==> src/rtl/yutorina_bus_arbiter.sv <==
// yutorina_bus_arbiter
//   Shares one bus slave port among 4 masters using round-robin arbitration
//   with registered grants. The owner keeps the bus until it releases req_.
//   The owner's address/control/write data is muxed onto the shared bus, and
//   rdy_/r_data are routed back to the owner only.
//
// Ports
//   clk, rst              clock; synchronous active-low reset
//   m_req_[3:0]           per-master request (active-low)
//   m_grnt_[3:0]          per-master grant (active-low, registered)
//   m_addr/m_as_/m_rw/m_w_data   per-master bus signals, master i at slice i
//   m_r_data/m_rdy_       per-master return path (owner only)
//   s_addr/s_as_/s_rw/s_w_data   shared bus outputs
//   s_r_data/s_rdy_       shared bus return inputs
//
// Optional feature: define YUTORINA_ARB_TIMEOUT_EN to revoke a grant after
//   ARB_TIMEOUT consecutive owned cycles with the owner's as_ high. A revoked
//   master is locked out until it raises req_ for at least one cycle.

module yutorina_bus_arbiter #(
  parameter int ADDR_W      = 30,
  parameter int DATA_W      = 32,
  parameter int ARB_TIMEOUT = 64
) (
  input  logic                clk,
  input  logic                rst,
  input  logic [3:0]          m_req_,
  output logic [3:0]          m_grnt_,
  input  logic [4*ADDR_W-1:0] m_addr,
  input  logic [3:0]          m_as_,
  input  logic [3:0]          m_rw,
  input  logic [4*DATA_W-1:0] m_w_data,
  output logic [4*DATA_W-1:0] m_r_data,
  output logic [3:0]          m_rdy_,
  output logic [ADDR_W-1:0]   s_addr,
  output logic                s_as_,
  output logic                s_rw,
  output logic [DATA_W-1:0]   s_w_data,
  input  logic [DATA_W-1:0]   s_r_data,
  input  logic                s_rdy_
);

  typedef enum logic {IDLE, OWNED} state_t;

  state_t     state, state_nxt;
  logic [1:0] owner, owner_nxt;
  logic [1:0] rr_ptr, rr_ptr_nxt;
  logic [3:0] grnt_nxt;
  logic       owner_vld;
  logic       expire;
  logic       release_now;
  logic [3:0] lockout;
  logic [3:0] eligible;
  logic [2:0] pick_idle, pick_hand;

  assign owner_vld = (state == OWNED);

  // Returns {hit, index} of the first set bit of cand at or after start, wrapping.
  function automatic logic [2:0] rr_pick(input logic [3:0] cand, input logic [1:0] start);
    logic [2:0] r;
    logic [1:0] idx;
    r = '0;
    for (int unsigned i = 0; i < 4; i++) begin
      idx = start + 2'(i);
      if (!r[2] && cand[idx]) r = {1'b1, idx};
    end
    return r;
  endfunction

  assign eligible    = ~m_req_ & ~lockout;
  assign release_now = m_req_[owner] | expire;
  assign pick_idle   = rr_pick(eligible, rr_ptr);
  // Handover search excludes the releasing master so a same-cycle re-request
  // is served after every other pending master.
  assign pick_hand   = rr_pick(eligible & ~(4'b0001 << owner), owner + 2'd1);

  always_comb begin
    state_nxt  = state;
    owner_nxt  = owner;
    rr_ptr_nxt = rr_ptr;
    case (state)
      IDLE: begin
        if (pick_idle[2]) begin
          state_nxt = OWNED;
          owner_nxt = pick_idle[1:0];
        end
      end
      OWNED: begin
        if (release_now) begin
          rr_ptr_nxt = owner + 2'd1;
          if (pick_hand[2]) owner_nxt = pick_hand[1:0];
          else              state_nxt = IDLE;
        end
      end
      default: state_nxt = IDLE;
    endcase
    grnt_nxt = (state_nxt == OWNED) ? ~(4'b0001 << owner_nxt) : '1;
  end

  always_ff @(posedge clk) begin
    if (!rst) begin
      state   <= IDLE;
      owner   <= '0;
      rr_ptr  <= '0;
      m_grnt_ <= '1;
    end else begin
      state   <= state_nxt;
      owner   <= owner_nxt;
      rr_ptr  <= rr_ptr_nxt;
      m_grnt_ <= grnt_nxt;
    end
  end

`ifdef YUTORINA_ARB_TIMEOUT_EN
  localparam int unsigned CW = $clog2(ARB_TIMEOUT + 1);
  logic [CW-1:0] idle_cnt;

  // Revoke on the cycle whose increment would bring the count to ARB_TIMEOUT.
  assign expire = owner_vld && m_as_[owner] && (idle_cnt == CW'(ARB_TIMEOUT - 1));

  always_ff @(posedge clk) begin
    if (!rst) begin
      idle_cnt <= '0;
      lockout  <= '0;
    end else begin
      if (!owner_vld || !m_as_[owner] || release_now) idle_cnt <= '0;
      else                                            idle_cnt <= idle_cnt + 1'b1;
      lockout <= lockout & ~m_req_;
      if (expire) lockout[owner] <= 1'b1;
    end
  end
`else
  logic unused_timeout;
  assign unused_timeout = ^ARB_TIMEOUT;
  assign expire  = 1'b0;
  assign lockout = '0;
`endif

  always_comb begin
    s_addr   = '0;
    s_as_    = 1'b1;
    s_rw     = 1'b1;
    s_w_data = '0;
    m_rdy_   = '1;
    m_r_data = '0;
    if (owner_vld) begin
      s_addr   = m_addr[owner*ADDR_W +: ADDR_W];
      s_as_    = m_as_[owner];
      s_rw     = m_rw[owner];
      s_w_data = m_w_data[owner*DATA_W +: DATA_W];
      m_rdy_[owner] = s_rdy_;
      m_r_data[owner*DATA_W +: DATA_W] = s_r_data;
    end
  end

endmodule

==> config.mk <==
export PLATFORM = sky130hd
export DESIGN_NAME = yutorina_bus_arbiter
export DESIGN_NICKNAME = d
export VERILOG_FILES = /design/src/rtl/yutorina_bus_arbiter.sv
export SDC_FILE = /design/constraint.sdc
export NUM_CORES = 1
export LEC_CHECK = 0
export CAP_MARGIN = 20
export CORE_AREA = 4 4 191 193
export CTS_CLUSTER_DIAMETER = 80
export DETAILED_ROUTE_END_ITERATION = 10
export DIE_AREA = 0 0 195 197
export GPL_TIMING_DRIVEN = 0
export HOLD_SLACK_MARGIN = 0.12
export PLACE_DENSITY = 0.51
export SLEW_MARGIN = 20
export SYNTH_ARGS = -nofsm -noshare
export SYNTH_HDL_FRONTEND = slang
export SYNTH_SLANG_ARGS = --single-unit
==> constraint.sdc <==
create_clock -name clk -period 2.85 [get_ports clk]
set_clock_uncertainty 0.15 [all_clocks]
set_input_delay 0.7125 -clock clk [delete_from_list [all_inputs] [get_ports clk]]
set_output_delay 0.7125 -clock clk [all_outputs]
set_load 0.01 [all_outputs]
# Word-level counts from Yosys, hierarchy flattened
# Index checks and enable logic that the tools add are counted.
# op_classes
add_sub_neg	8
multipliers	1
div_mod_pow	0
n_lt_le_gt_ge	10
n_eq_ne	0
n_shift	6
mux	46
bitwise_logic	8
reduce_logical	15
# op_table
op	count
$and A128 B128 Y128	1
$mux W128	1
$shift A32 B34 Y128 const A	1
$shiftx A128 B8 Y32	1
$shiftx A32 B34 Y128	1
$shiftx A120 B8 Y30	1
$neg A7 Y34	1
$mux W32	1
$mux W30	1
$lt A2 B3 Y1 const B	9
$mux W3	8
$bmux W1 S2	11
$mux W1	17
$not A4 Y4	4
$add A2 B2 Y2 const B	4
$shl A1 B2 Y4 const A	2
$logic_and A1 B1 Y1	7
$add A2 B1 Y2 const B	3
$logic_not A1 Y1	6
$mul A2 B4 Y6 const B	1
$mux W2	3
$and A4 B4 Y4	1
$mux W4	1
$or A4 B4 Y4	1
other kinds (6)	7
# totals
regBits	9
latch_bits	0
ramBits	0
rom_bits	0
input_bits	295
out_inout_bits	200
elab_cells	98
mem_count	0

# Longest topological paths before layout
# Gate-level depths: netlist (run 1).
# logic_depth
depth_word	20
mapped_depth	10
ltp_nobuf	8

# Worst setup path after synthesis (run 1)
# OpenSTA, ideal clock, no wires.
# synth_timing
path_type	register to output
start	register owner[0]
end	output m_r_data[10]
t_arrival_ns	2.201
t_required_ns	1.987
setup_slack_ns	-0.214
path_stages_with_launch	8
path_buffers	3
path_cell_list	dfxtp_1 -> buf_2 -> inv_1 -> ha_1 -> clkbuf_1 -> nor4_1 -> clkbuf_1 -> and2_1
# synth_via
elab_chain_cells	4
word_cells_on_any_way	5
classes_between	add/sub: 1; shift: 2; mux: 1; bitwise: 1
# synth_rtl
item	line_no	source
from (decl)	46	logic [1:0] owner, owner_nxt;
from (signal assigned)	108	owner <= owner_nxt;
$neg A7 Y34 *	152	m_r_data[owner*DATA_W +: DATA_W] = s_r_data;
$shiftx A32 B34 Y128 / $shift A32 B34 Y128 (equally long branches)	152	
$and A128 B128 Y128 (no line) *	--	
$mux W128 *	146	if (owner_vld) begin
to (decl)	33	output logic [4*DATA_W-1:0] m_r_data,
# Mark *: on every way between the ends. The rest lies on a longest branch, timed or not.

# Worst setup path in the final report (run 1)
# layout_timing
start	register owner[0]
end	output s_addr[20]
# layout_via
elab_chain_cells	3
# layout_rtl
item	line_no	source
$mul A2 B4 Y6	147	s_addr = m_addr[owner*ADDR_W +: ADDR_W];
$shiftx A120 B8 Y30	147	
$mux W30	146	
to (decl)	35	output logic [ADDR_W-1:0] s_addr,
# No other way between the ends.

==> flow_metrics.py, run 1 <==
metrics = {
    "cts": {
        "cts-root-buf": "clkbuf_16",
        "insertion_delay_ns": 0.23,
        "cts_hold_buf": 0,
        "cts_buffer_depth": 2,
        "cts_sinks": 9,
        "cts_tree": "done",
        "numCtsBuffers": 3,
        "clkTransAtPathRegs_ns": 0.04,
        "cts_max_level": 1,
    },
    "synth": {
        "synth_area_um2": 3690,
        "synth.avg_cell_area_um2": 8.27,
        "synth_nets": 749,
        "yosysSeqAreaShare_pct": 4.88,
        "async_reset_ff_share_pct": 0,
        "synthCells": 446,
        "yosysTopAreaCell": "mux4_2",
        "yosysUniqueCellTypes": 42,
        "synth-edff-count": 0,
        "ys_ff_latch": 9,
        "synth.area.top_cells": "mux4_2, and2_1, nor2_1, nand2b_1, dfxtp_1",
        "synth_ff_type": "dfxtp_1",
        "yosys_warnings": 0,
        "synth_top_area_share_pct": 39.7,
    },
    "placement": {
        "gp_congestion": 0.864,
        "dpl.hpwl_um": 22900,
        "place_inst": 1392,
        "port_buffers": 491,
        "post-place-ws_ns": -1.56,
    },
    "route": {
        "drt-initial-drc-count": 116,
        "drt_wl_total_um": 28500,
        "via_per_inst": 4.05,
        "drtPass1Iterations": 4,
        "ant_nets": 0,
        "avgRoutedWirePerCell_um": 19.7,
        "drt_drc_violations_left": 0,
        "via_count": 5870,
    },
    "layout": {
        "nets": 1296,
        "instances_no_fill": 1448,
        "area_delta_synth_final_pct": 174,
        "drive_gt1_share_pct": 48.2,
        "fin_util_pct": 29.2,
    },
    "setup_path": {
        "cpMaxStageDelayCell": "mux4_2",
        "crit_path_start": "owner[0]$_SDFF_PN0_",
        "reg2reg_depth": 11,
        "cp_max_fo": 7,
        "worstPathArrival_ns": 2.05,
        "path_cells": "buf_12, buf_12, buf_12, buf_12, buf_12, mux4_2, and2_1, buf_2",
        "critPathKind": "reg2out",
        "worstReg2RegStart": "owner[0]$_SDFF_PN0_",
        "cp-end-kind": "output port",
        "path_common_cell": "buf_12",
        "critPathMaxStageDelay_ns": 0.53,
        "cp-start-kind": "flip-flop",
        "critPathRequiredTime_ns": 1.99,
    },
    "timing": {
        "max_slew.worst_pin.slew_ns": 0.535,
        "setup_viol": 27,
        "grt_setup_unrepaired": "true",
        "min_period_ns": 2.91,
        "drv_slew": 0,
        "fmax_ghz": 0.343,
        "finalCritPeriodShare_pct": 102,
        "worst_slack_ns": -0.0619,
        "hold_violations": 0,
        "relSlewSlack_pct": 64.0,
    },
    "floorplanning": {
        "dieArea_um2": 38400,
        "die_w_um": 195,
        "initial_core_util_pct": 10.7,
        "pin_count": 495,
        "design.core.area_um2": 34500,
        "die_y_um": 197,
        "num_rows": 68,
    },
    "min_path": {
        "hold_depth": 3,
        "hold_start": "rr_ptr[1]$_SDFFE_PN0P_",
        "hold_class": "reg2reg",
    },
    "flow_run": {
        "maxCapViolations": 0,
    },
    "global_routing": {
        "busiest_layer": "met2",
        "grt_pass1_wl_um": 41100,
        "grt_pass1_vias": 6456,
        "grt_start_max_net_pins": 11,
        "use_met1_pct": 16.1,
        "grt_util_met2_pct": 25.2,
        "grt_overflow": 0,
        "grt.total_usage_pct": 13.7,
        "grt_util_met3_pct": 2.96,
        "antenna_found_initial": 1,
    },
    "power": {
        "power_density_nw_per_um2": 362,
        "irDropWorstVdd_mv": 0.196,
        "p_leak_uw": 0.00427,
        "p_total_uw": 3660,
    },
    "run_status": {
        "status": "complete, but fails checks",
        "failed_checks": "negative setup slack",
    },
}
[state kept, by name, indices dropped and copies added (netlist names)]
register   flops
rr_ptr         2
owner          2
owner_vld      1
m_grnt_        4
[metrics by stage]
stage / TNS (ns) / hold slack [ns] / cell area, um^2
after floorplan: -3.58 / 0.408 / 3690
after global placement: -245.36 / 0.434 / 9180
after detailed placement: -240.65 / 0.430 / 9180
after CTS: -4.84 / 0.457 / 9890
after global routing: -5.40 / 0.486 / 10100
final: -1.27 / 0.454 / 10100
[metal layers]
| metal | up-vias | share of wire (%) |
|---|---|---|
| met2 | 327 | 52 |
| met5 | - | 0 |
| li1 | 2689 | - |
| met3 | 35 | 7.1 |
| met4 | 0 | 2.4 |
| met1 | 2819 | 39 |
[where the power goes]
part	switching, uW	internal, uW	leakage (uW)
logic	1280	1970	0.00416
clock network	59.6	185	0.0000409
registers	16.7	151	0.0000756
[synthesized netlist by cell type (4+ instances only)]
cell	number
nor2_1	105
o21ai_0	5
mux2i_1	5
inv_1	7
a21oi_1	5
clkbuf_1	28
ha_1	8
dfxtp_1	9
nand2_1	11
and2_1	94
o21a_1	4
nand3_1	4
buf_2	15
nand2b_1	35
mux4_2	65
[worst max-delay path, delay by kind of cell, from the launching register on]
family | cells | cell delay [ns]
buffers and inverters | 6 | 0.70
muxes | 1 | 0.53
DFF | 1 | 0.39
and+or+nand+nor | 1 | 0.18
[logic make-up (layout without fill, tap and decap cells)]
family                   after synthesis  count (layout)  share of synthesized area (%)
adder cells (fa/ha/maj)               10              10                           3.26
AO/OA/AOI/OAI                         35              35                           6.82
buffers and inverters                 53             599                           6.11
other                                  0               1                              0
flip-flops                             9               9                           4.88
multiplexers                          70              70                           41.0
AND/OR/NAND/NOR                      269             269                           37.9
[repair_timing]
item | 4_1_cts | 5_1_grt
endpoints found under the setup margin | 201 | 171
buffers inserted | 36 | 14
gates cloned | 8 | 1
pin swaps | 22 | 10
resized for setup | 911 | 186
[worst paths after layout]
check | slack, ns | to
worst min-delay path | 0.45 | rr_ptr[1]$_SDFFE_PN0P_
worst max-delay path | -0.06 | s_addr[20]
worst min register to register | 0.45 | rr_ptr[1]$_SDFFE_PN0P_
worst max register to register | 0.05 | m_grnt_[1]$_SDFF_PN1_
[layout make-up]
class                           instances  area, um^2
Multi-Input combinational cell        384        3760
Sequential cell                         9         188
Fill cell                            3727       24400
Clock buffer                            3        75.1
Buffer                                 43         532
Inverter                                7        36.3
Clock inverter                          1        5.00
Tap cell                              455         569
Timing Repair Buffer                  545        4930
Antenna cell                            1        2.50
[placed cells by master, fill, tap and decap left out, types with 4 or more instances in the layout]
cell	synthesis	final
clkdlybuf4s50_1	0	291
clkbuf_2	0	20
clkbuf_16	0	6
inv_1	7	4
o21a_1	4	4
buf_6	1	70
a21oi_1	5	5
nand3_1	4	4
o21ai_0	5	5
dfxtp_1	9	7
nor2_1	105	77
nand2b_4	0	27
nand2b_1	35	8
dlygate4sd2_1	0	7
nor2_2	0	21
mux4_2	65	65
buf_8	0	9
and2_1	94	43
and2_4	0	51
buf_12	0	16
nor2_4	0	7
clkbuf_8	0	5
mux2i_1	5	5
ha_1	8	6
nand2_1	11	10
buf_4	0	25
buf_2	15	130
Note: power is estimated with default switching activity, not from simulation.
==> inputs of run 2 (changes only) <==
--- a/config.mk
+++ b/config.mk
@@ -5,14 +5,15 @@
 export SDC_FILE = /design/constraint.sdc
 export NUM_CORES = 1
 export LEC_CHECK = 0
+export ABC_AREA = 1
 export CAP_MARGIN = 20
-export CORE_AREA = 4 4 191 193
+export CORE_AREA = 4 4 189 191
 export CTS_CLUSTER_DIAMETER = 80
 export DETAILED_ROUTE_END_ITERATION = 10
-export DIE_AREA = 0 0 195 197
+export DIE_AREA = 0 0 193 195
 export GPL_TIMING_DRIVEN = 0
 export HOLD_SLACK_MARGIN = 0.12
-export PLACE_DENSITY = 0.51
+export PLACE_DENSITY = 0.52
 export SLEW_MARGIN = 20
 export SYNTH_ARGS = -nofsm -noshare
 export SYNTH_HDL_FRONTEND = slang
==> flow_metrics.py, run 2 <==
metrics = {
    "synth": {
        "synth_top_family_by_area": "simple AND/OR/NAND/NOR gates",
        "async_reset_ff_share_pct": 0,
        "yosysTopAreaCell": "nor2_1",
        "yosys_warnings": 0,
        "synth_top_area_share_pct": 31.4,
        "synth.area.top_cells": "nor2_1, o21ai_0, nand2_1, a21oi_1, nor3_1",
        "synth_area_um2": 4000,
        "yosys.area_share.adder_pct": 2.51,
        "synthXorXnorAreaFrac_pct": 0.438,
        "synthSimpleGateAreaFrac_pct": 55.4,
        "synth_nets": 1185,
        "yosys-top-cells-count": "nor2_1, o21ai_0, nand2_1, a21oi_1, nor3_1",
        "synth_ff_type": "dfxtp_1",
        "synth-edff-count": 0,
        "ys_ff_latch": 9,
        "yosysUniqueCellTypes": 27,
        "synth.avg_cell_area_um2": 4.53,
        "synthCells": 882,
        "yosysSeqAreaShare_pct": 4.51,
        "synth_most_common_cell": "nor2_1",
        "synth_compound_area_share_pct": 26.9,
        "synth_mux_area_share_pct": 0,
    },
    "global_routing": {
        "antenna_found_initial": 0,
        "grt_util_met2_pct": 32.9,
        "grt_util_met3_pct": 3.86,
        "grt_pass1_wl_um": 51100,
        "busiest_layer": "met2",
        "use_met1_pct": 20.9,
        "grt_overflow": 0,
        "grt_pass1_vias": 8158,
        "grt.total_usage_pct": 17.5,
        "grt_start_max_net_pins": 14,
    },
    "timing": {
        "worst_slack_ns": -0.0643,
        "drv_slew": 0,
        "fmax_ghz": 0.343,
        "setup_viol": 17,
        "max_slew.worst_pin.slew_ns": 0.410,
        "hold_violations": 0,
        "grt_setup_unrepaired": "true",
        "min_period_ns": 2.91,
        "finalCritPeriodShare_pct": 102,
        "setup-tns-final_ns": -0.554,
        "relSlewSlack_pct": 72.3,
    },
    "setup_path": {
        "cp-start-kind": "flip-flop",
        "critPathRequiredTime_ns": 1.99,
        "path_cells": "inv_6, buf_12, clkbuf_16, ha_4, inv_4, nand4_1, buf_6, clkbuf_16, buf_12, nor2_4, buf_6",
        "cp-end-kind": "output port",
        "cp_max_fo": 8,
        "worstPathArrival_ns": 2.05,
        "critPathMaxStageDelay_ns": 0.37,
        "critical_path_buf_inv_count": 8,
        "path_depth": 11,
        "reg2reg_depth": 16,
        "cpMaxStageDelayCell": "dfxtp_4",
        "cp_top_family": "buffers and inverters",
        "critPathKind": "reg2out",
    },
    "layout": {
        "top_register": "m_grnt_",
        "antenna_cells": 0,
        "layout.cells.most_common": "clkdlybuf4s50_1",
        "register_area_um2": 188,
        "mostFrequentLayoutCells": "clkdlybuf4s50_1, nor2_1, buf_2",
        "multi_input_area_um2": 4120,
        "finalInstanceArea_um2": 10500,
        "num-fill-cells": 3796,
        "area_delta_synth_final_pct": 163,
        "largest_register_ff_count": 4,
        "drive_gt1_share_pct": 31.1,
        "largest_registers": "m_grnt_ x4, owner x2, rr_ptr x2",
        "nets": 1716,
    },
    "cts": {
        "cts_hold_buf": 0,
        "cts_sinks": 9,
        "cts_max_level": 1,
        "cts_buffer_depth": 2,
        "cts-root-buf": "clkbuf_16",
        "numCtsBuffers": 3,
        "cts_tree": "done",
        "clkTransAtPathRegs_ns": 0.04,
        "insertion_delay_ns": 0.23,
    },
    "placement": {
        "port_buffers": 494,
        "placed_area_um2": 9610,
        "dpl.hpwl_um": 29700,
        "gp_congestion": 0.893,
    },
    "floorplanning": {
        "die_y_um": 195,
        "design.core.area_um2": 34100,
        "pin_count": 495,
        "dieArea_um2": 37600,
        "die_w_um": 193,
        "initial_core_util_pct": 11.7,
        "num_rows": 68,
    },
    "route": {
        "ant_nets": 0,
        "drtPass1Iterations": 5,
        "drt-initial-drc-count": 323,
        "via_count": 8043,
        "drt_wl_total_um": 37100,
        "avgRoutedWirePerCell_um": 19.9,
        "drt_drc_violations_left": 0,
        "via_per_inst": 4.31,
    },
    "power": {
        "power_density_nw_per_um2": 719,
        "irDropWorstVdd_mv": 0.395,
        "p_leak_uw": 0.00480,
        "p_total_uw": 7570,
    },
    "run_status": {
        "failed_checks": "negative setup slack",
        "status": "complete, but fails checks",
    },
    "min_path": {
        "hold_class": "reg2reg",
        "hold_depth": 2,
    },
    "flow_run": {
        "maxCapViolations": 0,
    },
}
[run 2: cell types whose count changed after synthesis, sizes merged, moves of 35 or more]
cell    delta
nand2    +114
nand2b    -35
nor2     +232
a21oi     +65
and2      -96
o21ai    +133
nor3      +62
mux4      -65
[run 2: what timing repair did]
action                     4_1_cts  5_1_grt
buffers inserted                 6       17
setup endpoints to repair      202      176
hold endpoints to repair         0        0
pin swaps                        3       44
resized for setup              628      408
gates cloned                     1        8
[run 2: cell type report]
cell class	instances	share of cell area [%]
Clock buffer	3	0.714
Clock inverter	1	0.0476
Buffer	77	7.24
Sequential cell	9	1.78
Tap cell	455	5.41
Timing Repair Buffer	526	44.6
Inverter	25	1.01
Multi-Input combinational cell	771	39.1
[run 2: path summary, 6_finish.rpt]
| kind | startpoint | endpoint | slack [ns] |
|---|---|---|---|
| hold reg to reg | rr_ptr[1]$_SDFFE_PN0P_ | rr_ptr[1]$_SDFFE_PN0P_ | 0.43 |
| setup / recovery | owner[0]$_SDFF_PN0_ | m_r_data[104] | -0.06 |
| setup reg to reg | owner[0]$_SDFF_PN0_ | m_grnt_[3]$_SDFF_PN1_ | 0.33 |
| hold / removal | rr_ptr[1]$_SDFFE_PN0P_ | rr_ptr[1]$_SDFFE_PN0P_ | 0.43 |
[run 2: cells by family after synthesis]
logic type      after synthesis
compound gates              211
xor+xnor                      2
fa+ha+maj                     8
buf+inv                     102
flops                         9
simple gates                550
[run 2: power breakdown]
| group | internal (uW) | switching [uW] | leakage [uW] |
|---|---|---|---|
| Clock | 185 | 60.4 | 0.0000409 |
| Combinational | 2860 | 4230 | 0.00468 |
| Sequential | 181 | 49.8 | 0.0000757 |
| Total | 3220 | 4350 | 0.00480 |
[run 2: per-stage QoR]
step	hold WS, ns	worst slack, ns	std cells	utilization (%)
2_1_floorplan	0.366	-0.00307	882	-
3_3_place_gp	0.398	-1.58	1831	28.2
3_5_place_dp	0.399	-1.48	1831	28.2
4_1_cts	0.430	-0.234	1842	29.6
5_1_grt	0.469	-0.130	1867	30.8
6_report	0.431	-0.0643	1867	30.8
[run 2: metal layers]
layer  wire [um]  vias up
met5           0        -
met2       18900      354
met4         549        0
met3        3200       30
met1       14500     3709
li1            -     3950
[run 2: tightest hold or removal path: stages (launching register included)]
cell and delay, ns:
dfxtp_1 0.36, inv_1 0.10, a21oi_1 0.07
